==> config.mk <==
export PLATFORM = sky130hd
export DESIGN_NAME = argmax_classifier_flat
export DESIGN_NICKNAME = d
export VERILOG_FILES = /design/src/rtl/argmax_classifier_if.sv /design/src/rtl/argmax_classifier.sv /design/src/flat_wrapper.sv
export SDC_FILE = /design/constraint.sdc
export NUM_CORES = 2
export LEC_CHECK = 0
export ABC_AREA = 0
export CAP_MARGIN = 20
export CORE_MARGIN = 5
export CORE_UTILIZATION = 45
export DETAILED_ROUTE_END_ITERATION = 6
export PLACE_DENSITY = 0.69
export SLEW_MARGIN = 20
export SYNTH_ARGS = -nofsm -noshare
export SYNTH_HDL_FRONTEND = slang
export SYNTH_SLANG_ARGS = --single-unit
==> constraint.sdc <==
create_clock -name clk -period 16.9 [get_ports clk]
set_clock_uncertainty 0.2 [all_clocks]
set_input_delay 3.38 -clock clk [delete_from_list [all_inputs] [get_ports clk]]
set_output_delay 3.38 -clock clk [all_outputs]
set_load 0.02 [all_outputs]
==> src/rtl/argmax_classifier_if.sv <==
// rtl/argmax_classifier_if.sv - request/result bundle for the argmax classifier
interface argmax_classifier_if #(
  parameter int N_CLASSES = 10
);
  logic                start;
  logic signed [31:0]  logits [0:N_CLASSES-1];
  logic                done;
  logic [3:0]          class_id;
  logic signed [31:0]  max_score;
  logic [3:0]          second_id;
  logic [31:0]         margin;

  modport master (
    output start, logits,
    input  done, class_id, max_score, second_id, margin
  );

  modport slave (
    input  start, logits,
    output done, class_id, max_score, second_id, margin
  );
endinterface

==> src/rtl/argmax_classifier.sv <==
// rtl/argmax_classifier.sv - sequential top-two scan over a snapshot of N_CLASSES signed logits
module argmax_classifier #(
  parameter int N_CLASSES = 10
) (
  input logic                clk,
  input logic                reset,
  argmax_classifier_if.slave bus
);

  localparam logic [3:0]         LAST_IDX  = 4'(N_CLASSES - 1);
  localparam logic signed [31:0] MIN_SCORE = 32'sh8000_0000;

  typedef enum logic [1:0] {
    IDLE,
    SCAN,
    DONE,
    WAIT_START_LOW
  } state_t;

  state_t state, state_next;

  logic signed [31:0] snap [0:N_CLASSES-1];
  logic signed [31:0] best;
  logic signed [31:0] second;
  logic [3:0]         best_idx;
  logic [3:0]         second_idx;
  logic [3:0]         idx;
  logic signed [31:0] elem;

  logic [33:0]        diff;
  logic [31:0]        margin_sat;

  logic               done_r;
  logic [3:0]         class_id_r;
  logic signed [31:0] max_score_r;
  logic [3:0]         second_id_r;
  logic [31:0]        margin_r;

  assign bus.done      = done_r;
  assign bus.class_id  = class_id_r;
  assign bus.max_score = max_score_r;
  assign bus.second_id = second_id_r;
  assign bus.margin    = margin_r;

  assign elem = snap[idx];

  // Two guard bits keep the difference of two full-range signed values exact.
  assign diff = {{2{best[31]}}, best} - {{2{second[31]}}, second};

  always_comb begin
    margin_sat = diff[31:0];
    if (diff[33]) begin
      margin_sat = 32'd0;
    end else if (diff[32]) begin
      margin_sat = 32'hFFFF_FFFF;
    end
  end

  always_ff @(posedge clk or posedge reset) begin
    if (reset) begin
      state <= IDLE;
    end else begin
      state <= state_next;
    end
  end

  always_comb begin
    state_next = state;
    case (state)
      IDLE:           if (bus.start) state_next = SCAN;
      SCAN:           if (idx == LAST_IDX) state_next = DONE;
      DONE:           state_next = WAIT_START_LOW;
      WAIT_START_LOW: if (!bus.start) state_next = IDLE;
      default:        state_next = IDLE;
    endcase
  end

  always_ff @(posedge clk or posedge reset) begin
    if (reset) begin
      for (int i = 0; i < N_CLASSES; i++) begin
        snap[i] <= '0;
      end
      best        <= '0;
      second      <= '0;
      best_idx    <= '0;
      second_idx  <= '0;
      idx         <= '0;
      done_r      <= 1'b0;
      class_id_r  <= '0;
      max_score_r <= '0;
      second_id_r <= '0;
      margin_r    <= '0;
    end else begin
      case (state)
        IDLE: begin
          if (bus.start) begin
            for (int i = 0; i < N_CLASSES; i++) begin
              snap[i] <= bus.logits[i];
            end
            done_r     <= 1'b0;
            best       <= bus.logits[0];
            best_idx   <= 4'd0;
            second     <= MIN_SCORE;
            second_idx <= 4'd0;
            idx        <= 4'd1;
          end
        end
        SCAN: begin
          // Strict compares keep the earliest index on ties.
          if (elem > best) begin
            second     <= best;
            second_idx <= best_idx;
            best       <= elem;
            best_idx   <= idx;
          end else if (elem > second) begin
            second     <= elem;
            second_idx <= idx;
          end
          idx <= idx + 4'd1;
        end
        DONE: begin
          done_r      <= 1'b1;
          class_id_r  <= best_idx;
          max_score_r <= best;
          second_id_r <= second_idx;
          margin_r    <= margin_sat;
        end
        default: begin
        end
      endcase
    end
  end

endmodule

==> src/flat_wrapper.sv <==
// flat-port wrapper written by rule: the top's interface ports become plain ports
module argmax_classifier_flat 
#(
  parameter int N_CLASSES = 10
)
  (clk, reset, bus_start, bus_logits, bus_done, bus_class_id, bus_max_score, bus_second_id, bus_margin);
  argmax_classifier_if #(.N_CLASSES(N_CLASSES)) bus_i ();
  input logic clk;
  input logic reset;
  input wire logic [$bits(bus_i.start)-1:0] bus_start;
  input wire logic [$bits(bus_i.logits)-1:0] bus_logits;
  output wire logic [$bits(bus_i.done)-1:0] bus_done;
  output wire logic [$bits(bus_i.class_id)-1:0] bus_class_id;
  output wire logic [$bits(bus_i.max_score)-1:0] bus_max_score;
  output wire logic [$bits(bus_i.second_id)-1:0] bus_second_id;
  output wire logic [$bits(bus_i.margin)-1:0] bus_margin;
  assign bus_i.start = bus_start;
  assign bus_i.logits = {>>{bus_logits}};
  assign bus_done = bus_i.done;
  assign bus_class_id = bus_i.class_id;
  assign bus_max_score = bus_i.max_score;
  assign bus_second_id = bus_i.second_id;
  assign bus_margin = bus_i.margin;
  argmax_classifier #(.N_CLASSES(N_CLASSES)) u_core (.clk(clk), .reset(reset), .bus(bus_i));
endmodule
==> results.md <==
- Hold Path End: u_core.snap[302]
- Min-Delay Path Depth: 2
- CTS tree: built
- Leakage dissipation: 13.18 nW
- Clock Latency Late Sink: 0.60 ns
- Delay-heaviest family, CP: buffers and inverters
- RSZ-0062 raised after global routing: no
- Gpl congestion: 0.9221
- Row cnt: 85
- Total Wirelength: 69590 µm
- # IOs: 396
- Crit Reg-Reg Endpoint: u_core.best[7]
- Die width: 242.4 µm
- Post-CTS Setup Inserts: 0
- Fmax: 149.7 MHz
- Fillers: 4353
- Post-synthesis cell count: 2003
- R2r setup slk: 10.22 ns
- Post-CTS sizing: 0
- CP Capture Type: flop
- Total number of vias: 17295
- Dpl ws: 10.09 ns
- Reg2Reg Launch Point: u_core.idx[0]
- Final setup fails: 0
- Drt pass-1 iters: 5
- Worst Hold Class: flop to flop
- Vias in the first global route: 18192
- DR WL/cell: 22.43 µm
- Final Worst Setup Slack: 10.22 ns
- Post-synthesis sequential area ratio: 48.49%
- Most numerous cell in the Yosys netlist: dfrtp_1
- Most frequent cells after synthesis: dfrtp_1, mux2_2, nand2_1
- Antenna violations before repair: 21
- Seq cells post-synth: 471
- R2r worst-path depth: 14
- HP Start: u_core.snap[302]
- Max_cap viols: 0
- CP bufs+invs: 3
- Pwr Total: 7.120 mW
- Period minus WS final: 6.681 ns
- Clk root buf: clkbuf_16
- Share of layout cells above drive strength 1: 25.61%
- Port Buffer Count: 395
- Synth Flop Type: dfrtp_1
- Most used cell, CP: buf_4
- Global-route wire length before repair: 107200 µm
- Worst slew pin tran: 1.086 ns
- Synth cell types: 60
- Data arrival, critical path: 6.96 ns
- Reg clk slew, reported paths: 0.07 ns
- Final worst-path cycle share: 39.53%
- Setup TNS: 0 ns
- Clock sink count: 471
- YS warnings: 0
- Largest net degree at the start of global routing: 185
- Synth top area share: 48.49%
- Synth-to-Final Area Change: 26.36%
- Num CTS Buffers: 51
- CP Launch Type: flop
- Crit-path slowest cell: dfrtp_4
- Max Root-Sink Buffers: 3
- Die Ht: 242.4 µm
- Post-Synthesis Cell Area: 24310 µm²
- Final HPWL DP: 51320 µm
- # H-tree levels: 2
- Status: completed
- Critical Path Source: u_core.idx[0]
- ANT nets after route: 0
- Pwr dens: 231.8 nW/µm²
- FFs w/ async S/R, synth: 100.0%
- Synth top area cells: dfrtp_1, mux2_2, mux4_2
- Hold_buf cts: 0
- Die Area: 58760 µm²
- Post-synth EDFFs: 0
- Path type of the worst setup path: flop to flop
- Most area-hungry cell type in the Yosys netlist: dfrtp_1
- Initial Util: 45.26%
- Max incr delay on CP: 0.92 ns
- DRT iter0 DRCs: 1367
- DR DRC count: 0
- Vias per inst: 5.574
- Core ar.: 53710 µm²
- Total GRT Usage: 23.10%
- Max VDD drop: 0.0002238 V
- CP max FO: 59
- Crit-path cells: buf_4 > mux4_2 > a221oi_1 > a21oi_1 > ha_1 > nand4_1 > inv_1 > a221o_1 > o31a_1 > nor3_1 > a211oi_4 > nor2_2 > buf_4 > mux2_2
- Endpoints failing hold: 0
- Max-slew violations: 0
- Max transition margin: 27.44%
- Critical Path RT: 17.18 ns
- Synthesized area per cell: 12.13 µm²
- Post-Syn Nets: 2429
- Grt ovf: 0
- NumNets Final: 2780
state kept, by name (all words and copies together), names as in the netlist:
register              cells
u_core.snap             320
u_core.best              32
u_core.bus.margin        32
u_core.bus.max_score     32
u_core.second            32
u_core.best_idx           4
u_core.bus.class_id       4
u_core.bus.second_id      4
u_core.idx                4
u_core.second_idx         4
u_core.state              2
u_core.bus.done           1
per-stage QoR:
| stage | instance area (µm²) | cells | util, % | hold slack [ns] |
|---|---|---|---|---|
| 2_1_floorplan | 24310 | 2003 | - | 0.2453 |
| 6_report | 30710 | 3103 | 57.19 | 0.2837 |
| 5_1_grt | 30710 | 3101 | 57.18 | 0.3040 |
| 3_3_place_gp | 28850 | 2995 | 53.71 | 0.2624 |
| 4_1_cts | 30620 | 3088 | 57.02 | 0.2896 |
| 3_5_place_dp | 28850 | 2995 | 53.71 | 0.2753 |
metal layers:
layer / wire length, µm / track usage [%] / up-vias
met3: 4450 / 4.799 / 111
met1: 30760 / 32.14 / 8710
met2: 32480 / 36.77 / 532
met5: 110 / 0 / -
li1: - / - / 7926
met4: 1785 / 7.083 / 16
layout make-up:
| class | instances | area, µm² | share of cell area [%] |
|---|---|---|---|
| Inverter | 145 | 551.8 | 1.797 |
| Multi-Input combinational cell | 1270 | 11530 | 37.53 |
| Sequential cell | 471 | 11800 | 38.40 |
| Clock inverter | 17 | 245.2 | 0.7985 |
| Timing Repair Buffer | 415 | 4160 | 13.55 |
| Tap cell | 696 | 870.8 | 2.835 |
| Clock buffer | 76 | 1530 | 4.982 |
| Antenna cell | 13 | 32.53 | 0.1059 |
worst min-delay path, cell delays in order (launching register included):
cell     delay [ns]
dfrtp_1        0.34
nand2_1        0.04
o21ai_0        0.06
cells in the final DEF, fill, tap and decap left out, types with 32 or more instances in the layout:
cell type / n
mux4_2: 64
ha_1: 100
clkbuf_16: 51
a221oi_1: 32
a21oi_1: 83
clkdlybuf4s50_1: 395
mux2i_1: 39
inv_1: 143
nand2_1: 174
mux2_2: 423
o21ai_0: 94
dfrtp_1: 468
worst max-delay path by stage:
stage,slack (ns),to,cells after the start
after detailed placement,10.09,u_core.snap[260],4
final,10.22,u_core.best[7],14
after global placement,10.16,u_core.snap[259],4
after floorplan,0.18,u_core.best[0],1
after CTS,10.11,u_core.best[7],14
after global routing,9.77,u_core.best[6],14
kinds of logic after synthesis:
logic type / count (synthesis) / share of synthesized area [%]
buffers and inverters: 262 / 4.278
adders and majority gates: 103 / 5.333
DFF: 471 / 48.49
muxes: 532 / 27.41
AOI/OAI and AO/OA: 328 / 8.448
xor gates and xnor gates: 28 / 1.009
and+or+nand+nor: 279 / 5.029
report_power, final:
part / switching [mW] / leakage, nW / internal [mW]
clock: 0.469 / 0.871 / 0.703
combinational: 1.98 / 6.60 / 1.91
sequential: 0.378 / 5.71 / 1.68
total: 2.83 / 13.2 / 4.29
Note: power is estimated with default switching activity, not from simulation.
